**config.mk**
```make
export PLATFORM = sky130hd
export DESIGN_NAME = nn_train_sequencer
export DESIGN_NICKNAME = d
export VERILOG_FILES = /design/src/rtl/nn_pkg.sv /design/src/rtl/nn_lat_pipe.sv /design/src/rtl/nn_train_sequencer.sv
export SDC_FILE = /design/constraint.sdc
export NUM_CORES = 1
export LEC_CHECK = 0
export CORE_MARGIN = 2
export CORE_UTILIZATION = 40
export DETAILED_ROUTE_END_ITERATION = 6
export PLACE_DENSITY_LB_ADDON = 0.3
export SYNTH_ARGS = -nofsm -noshare
export SYNTH_HDL_FRONTEND = slang
export SYNTH_HIERARCHICAL = 1
export SYNTH_SLANG_ARGS = --single-unit
```
**constraint.sdc**
```tcl
create_clock -name clk -period 4.74 [get_ports clk]
set_clock_uncertainty 0.2 [all_clocks]
set_input_delay 0.948 -clock clk [delete_from_list [all_inputs] [get_ports clk]]
set_output_delay 0.948 -clock clk [all_outputs]
set_load 0.1 [all_outputs]
```
**src/rtl/nn_pkg.sv**
```systemverilog
// Shared definitions for the neural-network training sequencer:
// state codes and layer-size helpers used at elaboration time.
package nn_pkg;

    typedef enum logic [2:0] {
        ST_IDLE = 3'd0,
        ST_LOAD = 3'd1,
        ST_RUN  = 3'd3,
        ST_SAVE = 3'd4,
        ST_DONE = 3'd5
    } nn_state_e;

    // Upper bound on layers the helpers accept; LR is widened to this size.
    localparam int MAX_L = 16;

    function automatic int layer_size(input logic [32*MAX_L-1:0] lr, input int l);
        return int'(lr[32*l +: 32]);
    endfunction

    // Weights plus one bias per neuron, summed over all non-input layers.
    function automatic int coef_total(input logic [32*MAX_L-1:0] lr, input int ltot);
        int s;
        s = 0;
        for (int l = 1; l < ltot; l++) begin
            s = s + layer_size(lr, l) * (layer_size(lr, l - 1) + 1);
        end
        return s;
    endfunction

endpackage

```
**src/rtl/nn_lat_pipe.sv**
```systemverilog
// Fixed-depth delay of {valid, index} matching node-memory read latency,
// so the coefficient strobe lines up with returning read data.
module nn_lat_pipe #(
    parameter int LAT = 1,
    parameter int W   = 4
) (
    input  logic         clk,
    input  logic         rst,
    input  logic         flush,
    input  logic         in_valid,
    input  logic [W-1:0] in_idx,
    output logic         out_valid,
    output logic [W-1:0] out_idx
);

    logic [LAT-1:0] vld_q;
    logic [LAT-1:0] vld_d;
    logic [W-1:0]   idx_q [LAT];
    logic [W-1:0]   idx_d [LAT];

    always_comb begin
        vld_d[0] = in_valid & ~flush;
        idx_d[0] = in_idx;
        for (int i = 1; i < LAT; i++) begin
            vld_d[i] = vld_q[i-1] & ~flush;
            idx_d[i] = idx_q[i-1];
        end
    end

    always_ff @(posedge clk or posedge rst) begin
        if (rst) begin
            vld_q <= '0;
            for (int i = 0; i < LAT; i++) begin
                idx_q[i] <= '0;
            end
        end else begin
            vld_q <= vld_d;
            for (int i = 0; i < LAT; i++) begin
                idx_q[i] <= idx_d[i];
            end
        end
    end

    assign out_valid = vld_q[LAT-1];
    assign out_idx   = idx_q[LAT-1];

endmodule

```
**src/rtl/nn_train_sequencer.sv**
```systemverilog
// Training/inference sequencer: coefficient load, batch streaming, write-back.
//   state | meaning
//   IDLE  | waiting for start
//   LOAD  | read coefficients from node memory into layer registers
//   RUN   | stream input groups, commit one result per group
//   SAVE  | write updated coefficients back (training only)
//   DONE  | one-cycle completion pulse
module nn_train_sequencer
    import nn_pkg::*;
#(
    parameter int               LTOT    = 3,
    parameter logic [32*LTOT-1:0] LR    = {32'd1, 32'd2, 32'd2},
    parameter int               A       = 10,
    parameter int               N       = 16,
    parameter int               NCOEF   = 9,
    parameter int               T0      = 10,
    parameter int               MEM_LAT = 1,
    parameter int               CW      = $clog2(NCOEF)
) (
    input  logic          clk,
    input  logic          rst,
    input  logic          start,
    input  logic          abort,
    input  logic          mode,
    input  logic [N-1:0]  batch,
    input  logic [15:0]   max_it,
    output logic          busy,
    output logic          done,
    output logic [2:0]    state,
    output logic [15:0]   iter,
    output logic [A-1:0]  x_addr,
    output logic [A-1:0]  y_addr,
    output logic [A-1:0]  t_addr,
    output logic [A-1:0]  nd_addr,
    output logic          e_x,
    output logic          e_nd,
    output logic          in_we,
    output logic          c_en,
    output logic [CW-1:0] c_idx,
    output logic          y_we,
    output logic          bp_we,
    output logic          sv_en,
    output logic          nd_we
);

    localparam logic [32*MAX_L-1:0] LR_EXT = (32*MAX_L)'(LR);
    localparam int                  SX     = layer_size(LR_EXT, 0);
    localparam int                  KW     = CW + 4;
    localparam logic [KW-1:0] LOAD_LAST = KW'(NCOEF + MEM_LAT - 1);
    localparam logic [KW-1:0] NC_K      = KW'(NCOEF);
    localparam logic [A-1:0]  ND_LAST   = A'(NCOEF - 1);
    localparam logic [A-1:0]  T0_A      = A'(T0);
    localparam logic [15:0]   SX_S      = 16'(SX);

    if (coef_total(LR_EXT, LTOT) != NCOEF) begin : g_bad_ncoef
        $error("NCOEF does not match the coefficient count implied by LR");
    end
    if (MEM_LAT < 1 || MEM_LAT > 4) begin : g_bad_lat
        $error("MEM_LAT must be in 1..4");
    end

    nn_state_e     state_q, state_d;
    logic          mode_q, mode_d;
    logic [N-1:0]  batch_q, batch_d;
    logic [15:0]   max_it_q, max_it_d;
    logic [15:0]   iter_q, iter_d;
    logic [KW-1:0] cnt_q, cnt_d;
    logic [15:0]   sub_q, sub_d;
    logic [N-1:0]  grp_q, grp_d;
    logic [A-1:0]  x_addr_q, x_addr_d;
    logic [A-1:0]  y_addr_q, y_addr_d;
    logic [A-1:0]  t_addr_q, t_addr_d;
    logic [A-1:0]  nd_addr_q, nd_addr_d;
    logic          e_x_q, e_x_d;
    logic          e_nd_q, e_nd_d;
    logic          in_we_q, in_we_d;
    logic          y_we_q, y_we_d;
    logic          bp_we_q, bp_we_d;
    logic          sv_en_q, sv_en_d;
    logic          nd_we_q, nd_we_d;
    logic          busy_q, busy_d;
    logic          done_q, done_d;
    logic          go_load, go_run, go_save;
    logic          pipe_vld;
    logic [CW-1:0] pipe_idx;

    always_comb begin
        state_d   = state_q;
        mode_d    = mode_q;
        batch_d   = batch_q;
        max_it_d  = max_it_q;
        iter_d    = iter_q;
        cnt_d     = cnt_q;
        sub_d     = sub_q;
        grp_d     = grp_q;
        x_addr_d  = x_addr_q;
        y_addr_d  = y_addr_q;
        t_addr_d  = t_addr_q;
        nd_addr_d = nd_addr_q;
        e_x_d     = 1'b0;
        e_nd_d    = 1'b0;
        in_we_d   = 1'b0;
        y_we_d    = 1'b0;
        bp_we_d   = 1'b0;
        sv_en_d   = 1'b0;
        nd_we_d   = 1'b0;
        go_load   = 1'b0;
        go_run    = 1'b0;
        go_save   = 1'b0;

        if (abort) begin
            state_d = ST_IDLE;
        end else begin
            case (state_q)
                ST_IDLE: begin
                    if (start) begin
                        mode_d   = mode;
                        batch_d  = batch;
                        max_it_d = max_it;
                        if (mode && max_it == 16'd0) begin
                            state_d = ST_DONE;
                        end else begin
                            iter_d  = 16'd0;
                            go_load = 1'b1;
                        end
                    end
                end
                ST_LOAD: begin
                    // Issue phase covers NCOEF cycles; the tail waits for read data.
                    if (cnt_q == LOAD_LAST) begin
                        if (batch_q == '0) begin
                            if (mode_q) go_save = 1'b1;
                            else        state_d = ST_DONE;
                        end else begin
                            go_run = 1'b1;
                        end
                    end else begin
                        cnt_d = cnt_q + 1'b1;
                        if (cnt_d < NC_K) begin
                            nd_addr_d = A'(cnt_d);
                            e_nd_d    = 1'b1;
                        end
                    end
                end
                ST_RUN: begin
                    if (in_we_q) x_addr_d = x_addr_q + 1'b1;
                    if (sub_q == SX_S) begin
                        y_addr_d = y_addr_q + 1'b1;
                        t_addr_d = t_addr_q + 1'b1;
                        if (grp_q + 1'b1 == batch_q) begin
                            if (mode_q) go_save = 1'b1;
                            else        state_d = ST_DONE;
                        end else begin
                            grp_d   = grp_q + 1'b1;
                            sub_d   = 16'd0;
                            e_x_d   = 1'b1;
                            in_we_d = 1'b1;
                        end
                    end else begin
                        sub_d = sub_q + 16'd1;
                        if (sub_d == SX_S) begin
                            y_we_d  = ~mode_q;
                            bp_we_d = mode_q;
                        end else begin
                            e_x_d   = 1'b1;
                            in_we_d = 1'b1;
                        end
                    end
                end
                ST_SAVE: begin
                    if (nd_addr_q == ND_LAST) begin
                        iter_d = iter_q + 16'd1;
                        if (iter_d == max_it_q) state_d = ST_DONE;
                        else                    go_load = 1'b1;
                    end else begin
                        nd_addr_d = nd_addr_q + 1'b1;
                        sv_en_d   = 1'b1;
                        nd_we_d   = 1'b1;
                    end
                end
                ST_DONE: state_d = ST_IDLE;
                default: state_d = ST_IDLE;
            endcase

            if (go_load) begin
                state_d   = ST_LOAD;
                cnt_d     = '0;
                nd_addr_d = '0;
                e_nd_d    = 1'b1;
                x_addr_d  = '0;
                y_addr_d  = '0;
                t_addr_d  = T0_A;
            end
            if (go_run) begin
                state_d  = ST_RUN;
                sub_d    = 16'd0;
                grp_d    = '0;
                x_addr_d = '0;
                y_addr_d = '0;
                t_addr_d = T0_A;
                e_x_d    = 1'b1;
                in_we_d  = 1'b1;
            end
            if (go_save) begin
                state_d   = ST_SAVE;
                nd_addr_d = '0;
                sv_en_d   = 1'b1;
                nd_we_d   = 1'b1;
            end
        end

        busy_d = (state_d != ST_IDLE);
        done_d = (state_d == ST_DONE);
    end

    always_ff @(posedge clk or posedge rst) begin
        if (rst) begin
            state_q   <= ST_IDLE;
            mode_q    <= 1'b0;
            batch_q   <= '0;
            max_it_q  <= 16'd0;
            iter_q    <= 16'd0;
            cnt_q     <= '0;
            sub_q     <= 16'd0;
            grp_q     <= '0;
            x_addr_q  <= '0;
            y_addr_q  <= '0;
            t_addr_q  <= T0_A;
            nd_addr_q <= '0;
            e_x_q     <= 1'b0;
            e_nd_q    <= 1'b0;
            in_we_q   <= 1'b0;
            y_we_q    <= 1'b0;
            bp_we_q   <= 1'b0;
            sv_en_q   <= 1'b0;
            nd_we_q   <= 1'b0;
            busy_q    <= 1'b0;
            done_q    <= 1'b0;
        end else begin
            state_q   <= state_d;
            mode_q    <= mode_d;
            batch_q   <= batch_d;
            max_it_q  <= max_it_d;
            iter_q    <= iter_d;
            cnt_q     <= cnt_d;
            sub_q     <= sub_d;
            grp_q     <= grp_d;
            x_addr_q  <= x_addr_d;
            y_addr_q  <= y_addr_d;
            t_addr_q  <= t_addr_d;
            nd_addr_q <= nd_addr_d;
            e_x_q     <= e_x_d;
            e_nd_q    <= e_nd_d;
            in_we_q   <= in_we_d;
            y_we_q    <= y_we_d;
            bp_we_q   <= bp_we_d;
            sv_en_q   <= sv_en_d;
            nd_we_q   <= nd_we_d;
            busy_q    <= busy_d;
            done_q    <= done_d;
        end
    end

    nn_lat_pipe #(
        .LAT (MEM_LAT),
        .W   (CW)
    ) u_lat_pipe (
        .clk       (clk),
        .rst       (rst),
        .flush     (abort),
        .in_valid  (e_nd_q),
        .in_idx    (nd_addr_q[CW-1:0]),
        .out_valid (pipe_vld),
        .out_idx   (pipe_idx)
    );

    assign state   = state_q;
    assign busy    = busy_q;
    assign done    = done_q;
    assign iter    = iter_q;
    assign x_addr  = x_addr_q;
    assign y_addr  = y_addr_q;
    assign t_addr  = t_addr_q;
    assign nd_addr = nd_addr_q;
    assign e_x     = e_x_q;
    assign e_nd    = e_nd_q;
    assign in_we   = in_we_q;
    assign y_we    = y_we_q;
    assign bp_we   = bp_we_q;
    assign sv_en   = sv_en_q;
    assign nd_we   = nd_we_q;
    assign c_en    = pipe_vld;
    // Write-back reuses the coefficient index bus to select the update register.
    assign c_idx   = sv_en_q ? nd_addr_q[CW-1:0] : pipe_idx;

endmodule
```
### Word-level counts from Yosys, hierarchy flattened

Cells that the tools add are included.
W data, S select, Z words.

| word-level totals | value |
|---|---|
| output and inout port bits | 73 |
| register bits after elaboration | 144 |
| input port bits | 37 |
| logic and storage cells | 161 |

| operators by class | value |
|---|---|
| eq/ne operators | 19 |
| multiplexer cells | 88 |
| $add $sub $neg | 8 |
| order comparisons | 1 |
| bitwise gates (word level) | 3 |
| reductions and logical operators | 21 |

Operators by type and width:

| cell | count |
|---|---|
| $mux W16 | 11 |
| $mux W10 | 17 |
| $add A16 B1 Y16 const B | 3 |
| $add A10 B1 Y10 const B | 4 |
| $mux W3 | 13 |
| $mux W1 | 38 |
| $eq A16 B16 Y1 | 2 |
| $eq A16 B2 Y1 const B | 2 |
| $logic_not A16 Y1 | 2 |
| $pmux W16 S2 | 1 |
| $mux W8 | 3 |
| $pmux W10 S2 | 1 |
| $reduce_and A3 Y1 | 5 |
| $ne A4 B4 Y1 const B | 3 |
| $pmux W3 S4 | 1 |
| $reduce_bool A3 Y1 | 4 |
| $eq A10 B4 Y1 const B | 1 |
| $reduce_and A5 Y1 | 2 |
| $add A8 B1 Y8 const B | 1 |
| $eq A8 B4 Y1 const B | 1 |
| $lt A8 B4 Y1 const B | 1 |
| $reduce_bool A2 Y1 | 4 |
| $eq A3 B3 Y1 const B | 2 |
| $ne A2 B2 Y1 const B | 3 |
| 12 further kinds | 15 |

### Logic depth before layout (Yosys ltp)

| logic depth | value |
|---|---|
| depth in word-level cells | 11 |
| depth in mapped cells | 12 |
| mapped depth without buffers | 10 |

### Modules after synthesis

The synthesis kept the hierarchy.

Modules (own cells, without submodules):

| module | cells an instance | instances | area each (um2) | seq. area each (um2) |
|---|---|---|---|---|
| nn_train_sequencer | 989 | 1 | 8787.2 | 3480.8 |
| nn_lat_pipe | 7 | 1 | 142.6 | 125.1 |

### Worst setup path after synthesis

OpenSTA, ideal clock, no wires.

| timing path | value |
|---|---|
| path kind | flip-flop to flip-flop |
| start | register iter_q[4] (netlist: iter[4]) |
| end | register done_q (netlist: done) |
| setup time | 0.096 ns |
| path slack | 1.028 ns |
| arrival time | 3.417 ns |
| required time | 4.444 ns |
| path buffers | 2 |
| stages on the path, launching flop included | 11 |
| clock period less this slack | 3.712 ns |
| path through | dfrtp_1 > buf_2 > nand4_2 > nor4_4 > mux2_2 > a22oi_1 > nand4_4 > a211oi_2 > buf_4 > nand2_1 > nor4_2 |

| on the way | value |
|---|---|
| longest elaborated chain between the ends | 11 |
| elaborated cells between the ends (all ways) | 14 |
| classes of those cells | add/sub (1); eq/ne (2); mux (11) |

Ends and longest elaborated chain:

| what | line | text |
|---|---|---|
| start, declared | nn_train_sequencer.sv:66 | `logic [15:0] iter_q, iter_d;` |
| start signal, assigned | nn_train_sequencer.sv:244 | `iter_q <= iter_d;` |
| $add A16 B1 Y16 * | nn_train_sequencer.sv:172 | `iter_d = iter_q + 16'd1;` |
| $eq A16 B16 Y1 * | nn_train_sequencer.sv:173 | `if (iter_d == max_it_q) state_d = ST_DONE;` |
| $mux W1 | nn_train_sequencer.sv:173 |  |
| $mux W1 | nn_train_sequencer.sv:171 | `if (nd_addr_q == ND_LAST) begin` |
| $pmux W1 S2 | nn_train_sequencer.sv:114 | `case (state_q)` |
| $mux W1 | nn_train_sequencer.sv:111 | `if (abort) begin` |
| $mux W3 * | nn_train_sequencer.sv:185 | `if (go_load) begin` |
| $mux W3 * | nn_train_sequencer.sv:194 | `if (go_run) begin` |
| $mux W3 * | nn_train_sequencer.sv:204 | `if (go_save) begin` |
| $mux W3 * | nn_train_sequencer.sv:111 |  |
| $eq A3 B3 Y1 * | nn_train_sequencer.sv:213 | `done_d = (state_d == ST_DONE);` |
| named net done_d | nn_train_sequencer.sv:82 | `logic done_q, done_d;` |
| end signal, assigned | nn_train_sequencer.sv:260 | `done_q <= done_d;` |
| end, declared | nn_train_sequencer.sv:82 |  |

Mark *: on every way through the listed nets, which the timed path passes. The rest lies on a longest branch. The select of a mux whose other input is x is not followed.
A chain may end at the register's enable or synchronous reset.

### Worst setup path in the final report

| timing path | value |
|---|---|
| start | register grp_q[2] |
| end | register nd_addr_q[3] (netlist: nd_addr[3]) |

| on the way | value |
|---|---|
| longest elaborated chain between the ends | 8 |
| elaborated cells between the ends (all ways) | 12 |
| classes of those cells | add/sub (1); eq/ne (4); mux (5); reduce/logical (2) |

Ends and longest elaborated chain:

| what | line | text |
|---|---|---|
| start, declared | nn_train_sequencer.sv:69 | `logic [N-1:0] grp_q, grp_d;` |
| start signal, assigned | nn_train_sequencer.sv:247 | `grp_q <= grp_d;` |
| $add A16 B1 Y16 * | nn_train_sequencer.sv:150 | `if (grp_q + 1'b1 == batch_q) begin` |
| $eq A16 B16 Y1 * | nn_train_sequencer.sv:150 |  |
| $mux W1 * | nn_train_sequencer.sv:150 |  |
| $mux W1 * | nn_train_sequencer.sv:147 | `if (sub_q == SX_S) begin` |
| $pmux W1 S2 * | nn_train_sequencer.sv:114 |  |
| $mux W1 * | nn_train_sequencer.sv:111 |  |
| $ne A4 B4 Y1 (no source line) or $reduce_bool A4 Y1 (tied branches) | n/a |  |
| $reduce_and A5 Y1 (no source line) | n/a |  |
| end signal, assigned | nn_train_sequencer.sv:251 | `nd_addr_q <= nd_addr_d;` |
| end, declared | nn_train_sequencer.sv:73 | `logic [A-1:0] nd_addr_q, nd_addr_d;` |

Every way passes the cells marked *; elsewhere a longest branch is shown, timed or not. The select of a mux whose other input is x is not followed.

==> flow_metrics.env <==
export IMPL_status="finished, final reports clean"
export IMPL_synth_area_um2=8930
export IMPL_layout_worst_path_cycle_share_pct=76.2
export IMPL_r2r_slack_ns=1.13
export IMPL_synth_compound_area_share_pct=18.6
export IMPL_async_flop_share_pct=100
export IMPL_cts_buffers=17
export IMPL_clkSlewWorstSetupHoldPaths_ns=0.06
export IMPL_worstHoldPathType="register to register"
export IMPL_p_per_area_nw_per_um2=332
export IMPL_pre_cts_slack_ns=0.806
export IMPL_routed_wl_um=24400
export IMPL_vdd_ir_drop_max_mv=0.220
export IMPL_grt_antenna_before_repair=0
export IMPL_leakagePower_nw=4.24
export IMPL_min_to="u_lat_pipe/out_valid"
export IMPL_row_count=54
export IMPL_cts_resized_gates=0
export IMPL_finalNetCount=1124
export IMPL_fp_dieH_um=153
export IMPL_die_w_um=153
export IMPL_setup_tns_ns=0
export IMPL_cts_sinks=144
export IMPL_wire_per_inst_um=17.8
export IMPL_maxCapViolCount=0
export IMPL_dieArea_um2=23500
export IMPL_postLayoutCellArea_um2=10800
export IMPL_viasPerCell=5.87
export IMPL_finalHoldViolCount=0
export IMPL_hold_path_depth=1
export IMPL_setup_viol=0
export IMPL_synth_xor_area_share_pct=4.32
export IMPL_fin_crit_ns=3.61
export IMPL_vias=8021
export IMPL_max_freq_ghz=0.277
export IMPL_grt_pass1_vias=7559
export IMPL_grt_max_degree=54
export IMPL_synth_mux_area_share_pct=7.62
export IMPL_cts_setup_buffers=0
export IMPL_synth_net_count=1045
export IMPL_gr_total_overflow=0
export IMPL_cts_path_max_buffers=2
export IMPL_dpl_cell_count=1336
export IMPL_grt_pass1_wl_um=40300
export IMPL_cp_max_fo=12
export IMPL_multi_input_area_um2=4880
export IMPL_clk_latency_ns=0.43
export IMPL_port_buffers=109
export IMPL_setup_worst_path_start_class="register"
export IMPL_grt_use_met1_pct=29.2
export IMPL_placed_cell_area_um2=10200
export IMPL_cts_tree="built"
export IMPL_synth_edf_count=0
export IMPL_layout_common_cells="dfrtp_1, clkdlybuf4s50_1, nand2_1"
export IMPL_holdCritStartpoint="e_nd"
export IMPL_critical_path_class="register to register"
export IMPL_yosysWarnings=6
export IMPL_syn_inst=996
export IMPL_fillers=2052
export IMPL_htreeDepth=4
export IMPL_cts_root_buf="clkbuf_16"
export IMPL_rsz0062_at_grt="false"
export IMPL_synth_ff_type="dfrtp_1"
export IMPL_pin_count=110
export IMPL_gr_max_usage_layer="met2"
export IMPL_finalNonFillerCells=1367
export IMPL_dp_hpwl_um=17500
export IMPL_required_ns=4.85
export IMPL_relSlewSlack_pct=24.9
export IMPL_firstDrtPassIters=5
export IMPL_area_growth_pct=20.9
export IMPL_track_usage_pct=21.0
export IMPL_max_slew_worst_pin_slew_ns=1.12
export IMPL_gr_usage_met3_pct=3.91
export IMPL_synth_top_family_by_area="simple AND/OR/NAND/NOR gates"
export IMPL_yosysSeqAreaShare_pct=40.4
export IMPL_r2r_cells=7
export IMPL_crit_arrival_ns=3.72
export IMPL_drv_slew=0
export IMPL_drtIter0Drc=528
export IMPL_register_area_um2=3610
export IMPL_final_common_cell="dfrtp_1"
export IMPL_r2r_start="grp_q[2]"
export IMPL_fin_ws_ns=1.13
export IMPL_avgSynthCellArea_um2=8.97
export IMPL_antennaDiodeCount=0
export IMPL_hold_ws_ns=0.304
export IMPL_power_mw=3.58
export IMPL_synth_seq_cells=144
export IMPL_gp_congestion=0.953
export IMPL_postCtsHoldBufs=0
export IMPL_grt_util_met2_pct=33.2
export IMPL_drc=0
export IMPL_synthSimpleGateAreaFrac_pct=22.4
export IMPL_yosys_cell_types_count=79
export IMPL_start_util_pct=40.8
export IMPL_synth_fa_ha_area_share_pct=1.68
export IMPL_design_core_area_um2=21900
export IMPL_ant_nets=0
export IMPL_postLayoutCoreUtil_pct=49.3
export IMPL_r2r_end="nd_addr[3]"
export IMPL_worstSetupEndpointType="register"
export IMPL_drive_gt1_share_pct=10.1
## registers in the layout, summed over array words and instances (netlist names), 3 cells and up
register / flops
batch_q: 16
grp_q: 16
iter: 16
max_it_q: 16
sub_q: 16
nd_addr: 10
t_addr: 10
x_addr: 10
y_addr: 10
cnt_q: 8
u_lat_pipe/out_idx: 4
state: 3
## cell type report
cell class	instances	area share [%]
Multi-Input combinational cell	744	45.2
Sequential cell	144	33.4
Timing Repair Buffer	123	11.2
Clock buffer	19	4.10
Tap cell	280	3.25
Inverter	45	1.60
Clock inverter	12	1.26
## cells by family (layout without fill, tap and decap cells)
family / Yosys count / in the layout
AO/OA/AOI/OAI: 255 / 255
XOR/XNOR: 44 / 44
adder cells (fa/ha/maj): 12 / 12
buffers and inverters: 108 / 199
flip-flops: 144 / 144
multiplexers: 63 / 63
AND/OR/NAND/NOR: 370 / 370
## critical path, cell delays in order, from the launching register on
cell and delay (ns):
dfrtp_1 0.57, and4_1 0.54, nand4_1 0.27, o311ai_0 0.63, o211ai_1 0.40, o32a_1 0.51, a311oi_1 0.27, o21ai_0 0.11
## routing by layer
metal	part of all wire, %	wire length, um	vias to the layer above
met1	46	11200	3900
met5	0	0	-
met4	1.6	393	0
met3	5.4	1310	36
li1	-	-	3844
met2	47	11500	241
## Yosys cell counts, types with 4 or more instances
cell type  number  area (um^2)
nand2b_1        5         31.3
inv_1          45          169
o22ai_1         8         50.1
o21ai_0        72          360
mux2_2         40          450
nor3b_1         5         37.5
a21oi_1        59          295
xnor2_1        31          272
clkbuf_1       35          131
a211o_1         4         35.0
buf_4           5         37.5
and3_1         23          144
xor2_1         13          114
or2_2           4         25.0
and2_1         12         75.1
dfrtp_1       142         3550
buf_2          20          100
a21o_1          4         30.0
nand3b_1        4         30.0
and4_1         11         96.3
mux2i_1        23          230
nand2_1        84          315
nand4_1        28          175
o31ai_1        18          135
nand3_1        48          240
nor3_1         23          115
or4_1           7         52.6
a31oi_1        14         87.6
o21ai_1         4         20.0
o21a_1          5         37.5
nor2_1         64          240
nor4b_1         5         43.8
or3_1          14         87.6
a211oi_1        6         45.0
ha_1           12          150
o211ai_1       16          120
nor4_1         20          125
## power by group
group          internal (mW)  switching, mW  leakage (nW)  total (mW)
logic                  0.280          0.473          2.07       0.753
registers               1.33          0.145          1.90        1.48
clock network          0.789          0.560         0.276        1.35
## worst max-delay path by stage
stage	from	endpoint	cells past startpoint
finish	grp_q[2]	nd_addr[3]	7
global route	grp_q[2]	nd_addr[3]	7
CTS	iter[3]	done	9
detailed placement	max_it[1]	done	10
global placement	max_it[1]	x_addr[1]	10
floorplan	iter[4]	done	10
Power figures use the tool's default switching activity.
